[src/rtl/mux2to1_rr_feeder_if.sv]
// Handshake and mux-facing bundle for the two-channel round-robin feeder.
// The feeder itself connects through the slave modport; the environment uses master.
interface mux2to1_rr_feeder_if #(
  parameter int WIDTH = 8,
  parameter int CNT_W = 8
);
  logic             a_valid;
  logic [WIDTH-1:0] a_data;
  logic             a_ready;
  logic             b_valid;
  logic [WIDTH-1:0] b_data;
  logic             b_ready;
  logic [WIDTH-1:0] in0;
  logic [WIDTH-1:0] in1;
  logic             sel;
  logic             out_valid;
  logic             out_ready;
  logic [CNT_W-1:0] cnt0;
  logic [CNT_W-1:0] cnt1;

  modport slave (
    input  a_valid, a_data, b_valid, b_data, out_ready,
    output a_ready, b_ready, in0, in1, sel, out_valid, cnt0, cnt1
  );

  modport master (
    output a_valid, a_data, b_valid, b_data, out_ready,
    input  a_ready, b_ready, in0, in1, sel, out_valid, cnt0, cnt1
  );
endinterface

[src/rtl/mux2to1_rr_feeder.sv]
// Two-channel round-robin feeder: one-entry buffers per channel, a registered
// mux select that alternates when both channels are pending, and grant counters.
module mux2to1_rr_feeder #(
  parameter int WIDTH = 8,
  parameter int CNT_W = 8
) (
  input  logic                clk,
  input  logic                rst_n,
  mux2to1_rr_feeder_if.slave  bus
);
  logic [WIDTH-1:0] buf0_q, buf0_d;
  logic [WIDTH-1:0] buf1_q, buf1_d;
  logic             v0_q, v0_d;
  logic             v1_q, v1_d;
  logic             sel_q, sel_d;
  logic [CNT_W-1:0] cnt0_q, cnt0_d;
  logic [CNT_W-1:0] cnt1_q, cnt1_d;

  logic load0, load1, out_valid, xfer, other_pending;

  always_comb begin
    load0         = bus.a_valid & ~v0_q;
    load1         = bus.b_valid & ~v1_q;
    out_valid     = sel_q ? v1_q : v0_q;
    xfer          = out_valid & bus.out_ready;
    other_pending = sel_q ? (v0_q | load0) : (v1_q | load1);

    buf0_d = buf0_q;
    buf1_d = buf1_q;
    v0_d   = v0_q;
    v1_d   = v1_q;
    sel_d  = sel_q;
    cnt0_d = cnt0_q;
    cnt1_d = cnt1_q;

    if (load0) begin
      v0_d   = 1'b1;
      buf0_d = bus.a_data;
    end
    if (load1) begin
      v1_d   = 1'b1;
      buf1_d = bus.b_data;
    end

    // A load and a drain never hit the same buffer: loads require it empty.
    if (xfer) begin
      if (sel_q) begin
        v1_d   = 1'b0;
        cnt1_d = cnt1_q + CNT_W'(1);
      end else begin
        v0_d   = 1'b0;
        cnt0_d = cnt0_q + CNT_W'(1);
      end
    end

    // Hold while a stalled word is presented; otherwise move to a pending peer.
    if ((!out_valid || xfer) && other_pending) begin
      sel_d = ~sel_q;
    end
  end

  always_ff @(posedge clk) begin
    if (!rst_n) begin
      buf0_q <= '0;
      buf1_q <= '0;
      v0_q   <= 1'b0;
      v1_q   <= 1'b0;
      sel_q  <= 1'b0;
      cnt0_q <= '0;
      cnt1_q <= '0;
    end else begin
      buf0_q <= buf0_d;
      buf1_q <= buf1_d;
      v0_q   <= v0_d;
      v1_q   <= v1_d;
      sel_q  <= sel_d;
      cnt0_q <= cnt0_d;
      cnt1_q <= cnt1_d;
    end
  end

  assign bus.a_ready   = ~v0_q;
  assign bus.b_ready   = ~v1_q;
  assign bus.in0       = buf0_q;
  assign bus.in1       = buf1_q;
  assign bus.sel       = sel_q;
  assign bus.out_valid = out_valid;
  assign bus.cnt0      = cnt0_q;
  assign bus.cnt1      = cnt1_q;
endmodule

[src/flat_wrapper.sv]
// flat-port wrapper written by rule: the top's interface ports become plain ports
module mux2to1_rr_feeder_flat 
#(
  parameter int WIDTH = 8,
  parameter int CNT_W = 8
)
  (clk, rst_n, bus_a_valid, bus_a_data, bus_b_valid, bus_b_data, bus_out_ready, bus_a_ready, bus_b_ready, bus_in0, bus_in1, bus_sel, bus_out_valid, bus_cnt0, bus_cnt1);
  mux2to1_rr_feeder_if #(.WIDTH(WIDTH), .CNT_W(CNT_W)) bus_i ();
  input  logic clk;
  input  logic rst_n;
  input wire logic [$bits(bus_i.a_valid)-1:0] bus_a_valid;
  input wire logic [$bits(bus_i.a_data)-1:0] bus_a_data;
  input wire logic [$bits(bus_i.b_valid)-1:0] bus_b_valid;
  input wire logic [$bits(bus_i.b_data)-1:0] bus_b_data;
  input wire logic [$bits(bus_i.out_ready)-1:0] bus_out_ready;
  output wire logic [$bits(bus_i.a_ready)-1:0] bus_a_ready;
  output wire logic [$bits(bus_i.b_ready)-1:0] bus_b_ready;
  output wire logic [$bits(bus_i.in0)-1:0] bus_in0;
  output wire logic [$bits(bus_i.in1)-1:0] bus_in1;
  output wire logic [$bits(bus_i.sel)-1:0] bus_sel;
  output wire logic [$bits(bus_i.out_valid)-1:0] bus_out_valid;
  output wire logic [$bits(bus_i.cnt0)-1:0] bus_cnt0;
  output wire logic [$bits(bus_i.cnt1)-1:0] bus_cnt1;
  assign bus_i.a_valid = bus_a_valid;
  assign bus_i.a_data = bus_a_data;
  assign bus_i.b_valid = bus_b_valid;
  assign bus_i.b_data = bus_b_data;
  assign bus_i.out_ready = bus_out_ready;
  assign bus_a_ready = bus_i.a_ready;
  assign bus_b_ready = bus_i.b_ready;
  assign bus_in0 = bus_i.in0;
  assign bus_in1 = bus_i.in1;
  assign bus_sel = bus_i.sel;
  assign bus_out_valid = bus_i.out_valid;
  assign bus_cnt0 = bus_i.cnt0;
  assign bus_cnt1 = bus_i.cnt1;
  mux2to1_rr_feeder #(.WIDTH(WIDTH), .CNT_W(CNT_W)) u_core (.clk(clk), .rst_n(rst_n), .bus(bus_i));
endmodule
[config.mk]
export PLATFORM = sky130hd
export DESIGN_NAME = mux2to1_rr_feeder_flat
export DESIGN_NICKNAME = d
export VERILOG_FILES = /design/src/rtl/mux2to1_rr_feeder_if.sv /design/src/rtl/mux2to1_rr_feeder.sv /design/src/flat_wrapper.sv
export SDC_FILE = /design/constraint.sdc
export NUM_CORES = 1
export LEC_CHECK = 0
export CAP_MARGIN = 15
export CORE_UTILIZATION = 46
export CTS_CLUSTER_DIAMETER = 100
export DETAILED_ROUTE_END_ITERATION = 6
export PLACE_DENSITY_LB_ADDON = 0.15
export SETUP_SLACK_MARGIN = 0.3
export SYNTH_ARGS = -nofsm -noshare
export SYNTH_HDL_FRONTEND = slang
export SYNTH_SLANG_ARGS = --single-unit
export TNS_END_PERCENT = 1
[constraint.sdc]
create_clock -name clk -period 2.7 [get_ports clk]
set_clock_uncertainty 0.1 [all_clocks]
set_input_delay 0.54 -clock clk [delete_from_list [all_inputs] [get_ports clk]]
set_output_delay 0.54 -clock clk [all_outputs]
set_load 0.005 [all_outputs]
Word-level counts from Yosys, hierarchy flattened
Cells that the tools add are included.
- bits of input ports: 21
- register bits: 35
- word-level logic and storage cells: 30
- output and inout port bits: 36
- multiplexer cells: 8
- add/subtract/negate cells: 2
- bitwise logic cells: 8
- reductions and logical operators: 5
- operators by type and width (kind ; number):
    $add 8x1->8 const B ; 2
    $mux 1 ; 8
    $reduce_and 2->1 ; 2
    $and 1x1->1 ; 3
    $not 1->1 ; 3
    $or 1x1->1 ; 2
    $logic_and 1x1->1 ; 1
    $logic_not 1->1 ; 1
    $logic_or 1x1->1 ; 1

Longest topological paths before layout
Gate-level depths: netlist of the first run.
- word-level depth: 5
- gate-level depth with buffers: 5
- mapped depth without buffers: 4

Worst setup path after synthesis of the first run
OpenSTA, ideal clock, no wires.
- path kind: input to register
- start: in bus_out_ready
- end: reg u_core.cnt0_q[5], in the netlist u_core.bus.cnt0[5]
- setup time: 70 ps
- cell stages on the path: 4
- buffers on the path: 1
- data arrival time: 1463 ps
- required time: 2530 ps
- slack: 1067 ps
- path through: buf_2 > nand3b_4 > or4_1 > a21oi_1
- word-level cells in the longest chain between the ends: 2
- ends and longest elaborated chain (what ; RTL line ; text):
    from (decl) ; flat_wrapper.sv:15 ; input wire logic [$bits(bus_i.out_ready)-1:0] bus_out_ready;
    $and 1x1->1 ; mux2to1_rr_feeder.sv:25 ; xfer = out_valid & bus.out_ready;
    $reduce_and 2->1 (no source line) ; -- ;
    to (signal assigned) ; mux2to1_rr_feeder.sv:77 ; cnt0_q <= cnt0_d;
    to (decl) ; mux2to1_rr_feeder.sv:16 ; logic [CNT_W-1:0] cnt0_q, cnt0_d;
No other way between the ends.
A chain may end at the register's enable or synchronous reset.

Worst setup path after layout of the first run
- start: reg u_core.v0_q
- end: out bus_out_valid
- word-level cells in the longest chain between the ends: 1
- ends and longest elaborated chain (what ; RTL line ; text):
    from (decl) ; mux2to1_rr_feeder.sv:13 ; logic v0_q, v0_d;
    from (signal assigned) ; mux2to1_rr_feeder.sv:74 ; v0_q <= v0_d;
    $mux 1 ; mux2to1_rr_feeder.sv:24 ; out_valid = sel_q ? v1_q : v0_q;
    to (decl) ; flat_wrapper.sv:21 ; output wire logic [$bits(bus_i.out_valid)-1:0] bus_out_valid;
No other way between the ends.

==> flow_summary.json, run 1 <==
{
  "outcome": "finished, violations left",
  "failed_checks": "design-rule violations",
  "min_delay_path_depth": 2,
  "timing.critical_path.slowest_stage_cell": "clkdlybuf4s50_1",
  "powerDensity_nw_per_um2": 475.1,
  "static-leakage-power_nw": 0.8050,
  "min_from": "u_core.bus.in1[5]",
  "routed_wire_length_per_instance_um": 13.29,
  "drt-pass1-iter-count": 7,
  "synthTopCellsByCount": "dfxtp_1 (35), nor2_1 (23), mux2i_1 (18)",
  "routed_via_density": 5.475,
  "fraction_of_final_layout_cells_sized_beyond_drive_strength_1_pct": 6.763,
  "cts_htree_levels": 2,
  "cts_tree": "yes",
  "relSlewSlack_pct": 75.46,
  "crit_arrival_ns": 1.62,
  "clock_buffer_depth": 2,
  "initial_core_util_pct": 50.04,
  "worst_setup_path_end_kind": "primary output",
  "clk-insertion-delay-late_ns": 0.34,
  "grt-ovfl-total": 0,
  "pin_count": 57,
  "synthesis.area_per_instance_um2": 9.712,
  "ir_drop_v": 0.0003775,
  "ant_nets": 0,
  "post_synth_instance_area_um2": 1428,
  "regToRegEndpoint": "u_core.bus.cnt0[5]",
  "final_max_slew_viol_count": 0,
  "final_cell_area_um2": 2067,
  "layout_min_cycle_time_ns": 2.263,
  "criticalPathCategory": "register to primary output",
  "maxCapViolCount": 0,
  "layout_worst_path_cycle_share_pct": 83.82,
  "final_net_count": 229,
  "hold_slack_ns": 0.4010,
  "synth_top_cell_area_share_pct": 49.08,
  "yosys.cell_count.top_type": "dfxtp_1",
  "yosys_warnings": 0,
  "synth_seq_area_share_pct": 49.08,
  "cts.repair.resized": 0,
  "worst_hold_path.endpoint": "u_core.bus.in1[5]",
  "cts-buffers-inserted": 5,
  "grt_pass1_vias": 1205,
  "synth_area_leaders": "dfxtp_1 (49%), mux2i_1 (13%), nor2_1 (6.0%)",
  "syn_inst": 147,
  "insertedDiodeCount": 0,
  "drt-initial-drc-count": 65,
  "critical-path-max-stage-delay_ns": 0.52,
  "fp.dieW_um": 57.71,
  "global_route_wire_length_before_repair_um": 5230,
  "ys_dominant_reg_cell": "dfxtp_1",
  "die-height_um": 57.71,
  "netlist-cell-type-count": 25,
  "flow.area_growth_from_synthesis_pct": 44.79,
  "wl_um": 3162,
  "hold_buffers": 0,
  "regToRegStartpoint": "u_core.bus.sel",
  "numPortBuffers": 56,
  "clock-sinks": 35,
  "synth_seq_cells": 35,
  "synth-edff-count": 0,
  "setup.worst_path.start_class": "register",
  "placeableCoreArea_um2": 2853,
  "synthArstFlopShare_pct": 0,
  "hold_violation_count_in_the_final_report": 0,
  "grt_usage_pct": 20.46,
  "top_achievable_clock_speed_ghz": 0.4419,
  "critical_path.max_fanout": 7,
  "via_count": 1303,
  "number_of_antenna_violations_at_the_first_check_in_global_routing": 0,
  "worst_ep_required_time_ns": 2.06,
  "cts_setup_buffers": 0,
  "die_outline_area_um2": 3330,
  "depth_of_the_worst_register_to_register_path": 3,
  "detailed_place.area_um2": 2014,
  "holdCritPathClass": "register to register",
  "reg2reg_slack_ns": 1.12,
  "routabilityCongestion": 0.6841,
  "fin_tns_setup_ns": 0,
  "root_buffer_selected_by_cts": "clkbuf_4",
  "dpl_hpwl_um": 2310,
  "transition_time_at_the_pin_with_the_least_slew_margin_ns": 0.3675,
  "grt_start_max_net_pins": 13,
  "rsz0062_at_grt": "false",
  "core.rowCount": 19,
  "cell_taking_the_most_area_after_synthesis": "dfxtp_1",
  "syn_nets": 170,
  "drc": 2,
  "crit_path_cell_trace": "inv_1, o21ai_0, clkdlybuf4s50_1",
  "setup-violations-final": 0,
  "clkTransAtPathRegs_ns": 0.11
}
[cell families after synthesis]
kind of cell / Yosys count / share of synthesized area, %
xor+xnor: 4 / 2.454
buf+inv: 12 / 4.031
simple gates: 51 / 19.63
flops: 35 / 49.08
mux: 18 / 12.62
compound gates: 25 / 10.43
fa+ha+maj: 2 / 1.753
[per-stage QoR]
step | util [%] | cells | setup slack, ns | power (W)
5_1_grt | 72.46 | 238 | 0.3738 | 0.001019
3_3_place_gp | 70.61 | 230 | 0.5127 | 0.0007132
4_1_cts | 72.46 | 238 | 0.4121 | 0.0009922
2_1_floorplan | - | 147 | 1.067 | 0.0006324
6_report | 72.46 | 238 | 0.4370 | 0.0009819
3_5_place_dp | 70.61 | 230 | 0.4247 | 0.0007182
[worst max path at each step]
| stage | from | end | slack, ns | depth (start not counted) |
|---|---|---|---|---|
| floorplan | bus_out_ready | u_core.bus.cnt0[5] | 1.07 | 4 |
| global placement | bus_out_ready | u_core.bus.cnt1[5] | 0.51 | 4 |
| detailed placement | bus_out_ready | u_core.bus.cnt0[5] | 0.42 | 4 |
| CTS | u_core.v0_q | bus_out_valid | 0.41 | 3 |
| global route | u_core.v0_q | bus_out_valid | 0.37 | 3 |
| finish | u_core.v0_q | bus_out_valid | 0.44 | 3 |
[area by class of cell]
| type | instances | area [um^2] |
|---|---|---|
| Sequential cell | 35 | 700.7 |
| Fill cell | 239 | 785.8 |
| Clock buffer | 5 | 37.54 |
| Timing Repair Buffer | 60 | 590.6 |
| Multi-Input combinational cell | 100 | 669.4 |
| Tap cell | 31 | 38.79 |
| Inverter | 4 | 15.01 |
| Clock inverter | 3 | 15.01 |
[sequential cells by signal (all words and copies together) (netlist names)]
| signal | count |
|---|---|
| u_core.v1_q | 1 |
| u_core.bus.in0 | 8 |
| u_core.bus.cnt0 | 8 |
| u_core.bus.sel | 1 |
| u_core.v0_q | 1 |
| u_core.bus.in1 | 8 |
| u_core.bus.cnt1 | 8 |
[placed cells by master (no fill, tap or decap)]
| cell | count |
|---|---|
| nand3_4 | 1 |
| a21oi_1 | 11 |
| mux2i_1 | 18 |
| clkbuf_4 | 5 |
| o211a_1 | 2 |
| o21ai_0 | 7 |
| nand4_1 | 5 |
| nor3b_1 | 1 |
| clkdlybuf4s50_1 | 56 |
| nand3b_4 | 1 |
| nor2_1 | 23 |
| buf_4 | 4 |
| inv_1 | 4 |
| nand2_1 | 5 |
| dfxtp_1 | 35 |
| or4_1 | 4 |
| o31ai_1 | 4 |
| clkinv_2 | 3 |
| ha_1 | 2 |
| nor2b_1 | 2 |
| o221ai_1 | 1 |
| or3_1 | 6 |
| nand4b_1 | 1 |
| nand3_1 | 2 |
| xor2_1 | 4 |
[critical path: cells and delay by family, from the launching register on]
kind	cells	cell delay (ns)
buffers and inverters	2	0.62
DFF	1	0.50
AOI/OAI and AO/OA	1	0.16
[where the power goes]
| part | switching [W] | internal [W] |
|---|---|---|
| sequential | 0.0000201 | 0.000537 |
| clock | 0.000180 | 0.0000969 |
| combinational | 0.0000529 | 0.0000949 |
| total | 0.000253 | 0.000729 |
[metal layers]
layer / part of all wire, % / up-vias / global-route usage [%]
met2: 47 / 56 / 32.72
li1: - / 637 / -
met4: 1.3 / 0 / 10.54
met1: 44 / 606 / 24.96
met3: 7.8 / 4 / 6.250
met5: 0 / - / 0
No activity file was read; power rests on OpenSTA's default activity.
==> inputs of run 2 (changes only) <==
- CORE_UTILIZATION: 46 -> 38
- clock period: 2.7 -> 2 ns (I/O delays scaled with it)
==> flow_summary.json, run 2 (synthesized netlist as in run 1, its figures left out) <==
{
  "p_switching_w": 0.0003495,
  "number_of_antenna_violations_at_the_first_check_in_global_routing": 0,
  "hold_buffers": 0,
  "worstPathBufferInverterCount": 1,
  "clkTransAtPathRegs_ns": 0.07,
  "grt_pass1_vias": 1331,
  "worst_setup_path_end_kind": "primary output",
  "pin_count": 57,
  "clock-sinks": 35,
  "top_achievable_clock_speed_ghz": 0.5689,
  "grt-ovfl-total": 0,
  "crit_arrival_ns": 1.26,
  "layout_worst_path_cycle_share_pct": 87.89,
  "critical-path-max-stage-delay_ns": 0.54,
  "routed_via_density": 5.000,
  "hold_violation_count_in_the_final_report": 0,
  "sw_frac_of_total_pct": 22.85,
  "clk-insertion-delay-late_ns": 0.28,
  "maxCapViolCount": 0,
  "stdcell_count": 262,
  "placed_cells_incl_taps": 251,
  "die-height_um": 63.30,
  "total_of_fill_cells_in_the_finished_design": 316,
  "layout.cells.most_common": "clkdlybuf4s50_1",
  "die_outline_area_um2": 4006,
  "critical-path-top-delay-family": "buffers and inverters",
  "fp.dieW_um": 63.30,
  "placeableCoreArea_um2": 3468,
  "fraction_of_final_layout_cells_sized_beyond_drive_strength_1_pct": 11.11,
  "critical_path.max_fanout": 7,
  "cts-buffers-inserted": 5,
  "transition_time_at_the_pin_with_the_least_slew_margin_ns": 0.3298,
  "holdCritPathClass": "register to register",
  "final_util_pct": 63.71,
  "final_cell_mix": "clkdlybuf4s50_1 (54), dfxtp_1 (33), nor2_1 (23)",
  "layout_min_cycle_time_ns": 1.758,
  "cts_htree_levels": 2,
  "static-leakage-power_nw": 0.8810,
  "power.clock.fraction_pct": 36.7,
  "wl_um": 3427,
  "root_buffer_selected_by_cts": "clkbuf_8",
  "powerDensity_nw_per_um2": 692.2,
  "relSlewSlack_pct": 77.99,
  "part_of_the_power_in_combinational_logic_pct": 14.5,
  "numPortBuffers": 56,
  "power.internal_w": 0.001180,
  "grt_start_max_net_pins": 16,
  "outcome": "finished clean",
  "min_from": "u_core.bus.cnt0[7]",
  "drt-initial-drc-count": 65,
  "fin_tns_setup_ns": 0,
  "drt-pass1-iter-count": 5,
  "cts_tree": "yes",
  "dpl_hpwl_um": 2538,
  "via_count": 1310,
  "routabilityCongestion": 0.7894,
  "critical_path.startpoint": "u_core.bus.cnt1[3]",
  "core.rowCount": 21,
  "timing.critical_path.slowest_stage_cell": "clkdlybuf4s50_1",
  "regToRegStartpoint": "u_core.bus.sel",
  "clock_buffer_depth": 2,
  "flow.area_growth_from_synthesis_pct": 54.78,
  "global_route_wire_length_before_repair_um": 5796,
  "rsz0062_at_grt": "true",
  "setup-violations-final": 0,
  "routed_wire_length_per_instance_um": 13.08,
  "ant_nets": 0,
  "setup.worst_path.start_class": "register",
  "initial_core_util_pct": 41.16,
  "pwr-share-seq_pct": 48.8,
  "drc": 0,
  "criticalPathCategory": "register to primary output",
  "final_net_count": 238,
  "insertedDiodeCount": 0,
  "final_max_slew_viol_count": 0,
  "ir_drop_v": 0.0005408,
  "grt_usage_pct": 18.22,
  "worst_ep_required_time_ns": 1.50,
  "crit_path_cell_trace": "clkdlybuf4s50_1"
}
==> run 2: power by group through the flow <==
stage          Combinational (W)  Sequential [W]  Clock, W
3_5_place_dp            0.000212        0.000765         0
4_1_cts                 0.000225        0.000747  0.000570
6_report                0.000221        0.000747  0.000562
2_1_floorplan          0.0000932        0.000760         0
3_3_place_gp            0.000207        0.000764         0
5_1_grt                 0.000240        0.000750  0.000608
==> run 2: through the flow <==
stage	power (W)	cell area [um^2]	setup WS, ns	hold slack (ns)
3_5_place_dp	0.0009771	2078	0.05441	0.3852
4_1_cts	0.001541	2207	0.2237	0.3946
3_3_place_gp	0.0009706	2078	0.09276	0.3605
2_1_floorplan	0.0008537	1428	0.5067	0.3682
6_report	0.001529	2210	0.2422	0.3931
5_1_grt	0.001598	2210	0.1888	0.4328
==> run 2: layout make-up <==
class	instances	area (um^2)	area share (%)
repair buffers	69	659.4	29.84
clock buffers	8	100.1	4.530
multi-input cells	100	669.4	30.29
inverters	4	15.01	0.6795
well taps	46	57.56	2.605
flip-flops and latches	35	708.2	32.05
==> run 2: timing repair <==
| action | CTS | global route |
|---|---|---|
| resized for setup | 6 | 1 |
| setup endpoints to repair | 13 | 21 |
| gates cloned | 0 | 0 |
| setup buffers | 3 | 0 |
==> run 2: layer usage <==
| layer | vias to the layer above | global-route usage [%] | routed length, um |
|---|---|---|---|
| li1 | 653 | - | - |
| met1 | 614 | 21.95 | 1495 |
| met2 | 41 | 30.65 | 1692 |
| met3 | 2 | 5.797 | 224 |
| met4 | 0 | 5.682 | 14 |
| met5 | - | 0 | 0 |
==> run 2: final timing paths <==
kind	to	slack, ns	depth (start not counted)
setup / recovery	bus_cnt1[3]	0.24	1
hold / removal	u_core.bus.cnt0[7]	0.39	2
setup reg to reg	u_core.bus.cnt0[5]	0.51	4
hold reg to reg	u_core.bus.cnt0[7]	0.39	2
==> inputs of run 3 (changes only) <==
- SKIP_CTS_REPAIR_TIMING: default -> 1
- SLEW_MARGIN: default -> 20
==> flow_summary.json, run 3 (synthesized netlist as in run 1, its figures left out) <==
{
  "flow.area_growth_from_synthesis_pct": 53.29,
  "timing.critical_path.slowest_stage_cell": "clkdlybuf4s50_1",
  "root_buffer_selected_by_cts": "clkbuf_8",
  "final_cell_mix": "clkdlybuf4s50_1 (55), dfxtp_1 (33), nor2_1 (23)",
  "core.rowCount": 21,
  "drt-initial-drc-count": 75,
  "relSlewSlack_pct": 78.86,
  "clock_buffer_depth": 2,
  "cts_tree": "yes",
  "critical-path-top-delay-family": "buffers and inverters",
  "ir_drop_v": 0.0005336,
  "fp.dieW_um": 63.30,
  "drt-pass1-iter-count": 4,
  "grt_start_max_net_pins": 16,
  "wl_um": 3403,
  "detailed_place.area_um2": 2078,
  "maxUsedRoutingLayer": "met4",
  "maxCapViolCount": 0,
  "placeableCoreArea_um2": 3468,
  "clkTransAtPathRegs_ns": 0.07,
  "insertedDiodeCount": 0,
  "ant_nets": 0,
  "regToRegEndpoint": "u_core.bus.cnt0[7]",
  "clk-insertion-delay-late_ns": 0.28,
  "static-leakage-power_nw": 0.8630,
  "crit_path_cell_trace": "clkdlybuf4s50_1",
  "holdCritPathClass": "register to register",
  "area_taken_by_multi_input_logic_gates_um2": 669.4,
  "total_of_fill_cells_in_the_finished_design": 314,
  "critical_path.max_fanout": 7,
  "grt_usage_pct": 18.03,
  "final_net_count": 235,
  "top_achievable_clock_speed_ghz": 0.5720,
  "depth_of_the_worst_register_to_register_path": 3,
  "global_route_wire_length_before_repair_um": 5733,
  "wl_met3_um": 239,
  "critical-path-max-stage-delay_ns": 0.54,
  "routabilityCongestion": 0.7894,
  "pin_count": 57,
  "hold_violation_count_in_the_final_report": 0,
  "worst_hold_path.endpoint": "u_core.bus.cnt0[7]",
  "outcome": "finished clean",
  "worst_ep_required_time_ns": 1.50,
  "powerDensity_nw_per_um2": 694.0,
  "numPortBuffers": 56,
  "met1_length_um": 1514,
  "area.sequential_um2": 708.2,
  "layout.cells.most_common": "clkdlybuf4s50_1",
  "crit_arrival_ns": 1.25,
  "cts_htree_levels": 2,
  "number_of_antenna_violations_at_the_first_check_in_global_routing": 0,
  "grt_pass1_vias": 1315,
  "setup.worst_path.start_class": "register",
  "routed_wire_length_per_instance_um": 13.14,
  "min_from": "u_core.bus.cnt0[7]",
  "die_outline_area_um2": 4006,
  "die-height_um": 63.30,
  "cts-buffers-inserted": 5,
  "rsz0062_at_grt": "true",
  "criticalPathCategory": "register to primary output",
  "fraction_of_final_layout_cells_sized_beyond_drive_strength_1_pct": 9.859,
  "via_count": 1307,
  "layout_min_cycle_time_ns": 1.748,
  "dpl_hpwl_um": 2538,
  "regToRegStartpoint": "u_core.bus.cnt0[2]",
  "final_max_slew_viol_count": 0,
  "worst_setup_path_end_kind": "primary output",
  "reg2reg_slack_ns": 0.56,
  "met2RoutedLength_um": 1634,
  "initial_core_util_pct": 41.16,
  "fin_tns_setup_ns": 0,
  "grt-ovfl-total": 0,
  "drc": 0,
  "min_delay_path_depth": 2,
  "setup-violations-final": 0,
  "routed_via_density": 5.046,
  "final_cell_area_um2": 2188,
  "clock-sinks": 35,
  "layout_worst_path_cycle_share_pct": 87.41,
  "worstPathBufferInverterCount": 1,
  "transition_time_at_the_pin_with_the_least_slew_margin_ns": 0.3167
}
-- run 3: worst register-to-register path, stage by stage, from the launching register on --
cell and delay, ns:
dfxtp_1 0.41, nand3_1 0.20, or4_1 0.51, a21oi_1 0.15
-- run 3: cell type report --
type / count / share of cell area, %
Inverter: 4 / 0.6861
Sequential cell: 35 / 32.36
Tap cell: 46 / 2.630
Clock buffer: 8 / 4.574
Timing Repair Buffer: 66 / 29.16
Multi-Input combinational cell: 100 / 30.59
-- run 3: report_power, final --
part           total [W]  switching [W]  internal (W)
Clock           0.000558       0.000244      0.000314
Sequential      0.000750      0.0000239      0.000726
Combinational   0.000211      0.0000775      0.000133
-- run 3: worst max path at each step --
stage	startpoint	endpoint	depth (start not counted)
2_1_floorplan	bus_out_ready	u_core.bus.cnt0[5]	4
3_3_place_gp	bus_out_ready	u_core.bus.cnt0[5]	5
3_5_place_dp	bus_out_ready	u_core.bus.cnt0[5]	5
4_1_cts	u_core.bus.sel	bus_out_valid	3
5_1_grt	u_core.bus.cnt1[3]	bus_cnt1[3]	1
6_report	u_core.bus.cnt1[3]	bus_cnt1[3]	1
-- run 3: per-stage QoR --
stage / std cells / hold slack (ns) / power (W) / setup slack [ns] / util (%)
after global placement: 251 / 0.3605 / 0.0009706 / 0.09276 / 59.92
after detailed placement: 251 / 0.3852 / 0.0009771 / 0.05441 / 59.92
final: 259 / 0.3929 / 0.001519 / 0.2518 / 63.10
after floorplan: 147 / 0.3682 / 0.0008537 / 0.5067 / -
after CTS: 259 / 0.3946 / 0.001533 / -0.06806 / 62.81
after global routing: 259 / 0.4328 / 0.001590 / 0.1888 / 63.10
-- run 3: routing by layer --
metal | vias to the layer above | GRT usage (%)
met5 | - | 0
met3 | 2 | 5.797
met4 | 0 | 5.682
li1 | 649 | -
met1 | 609 | 21.95
met2 | 47 | 29.97
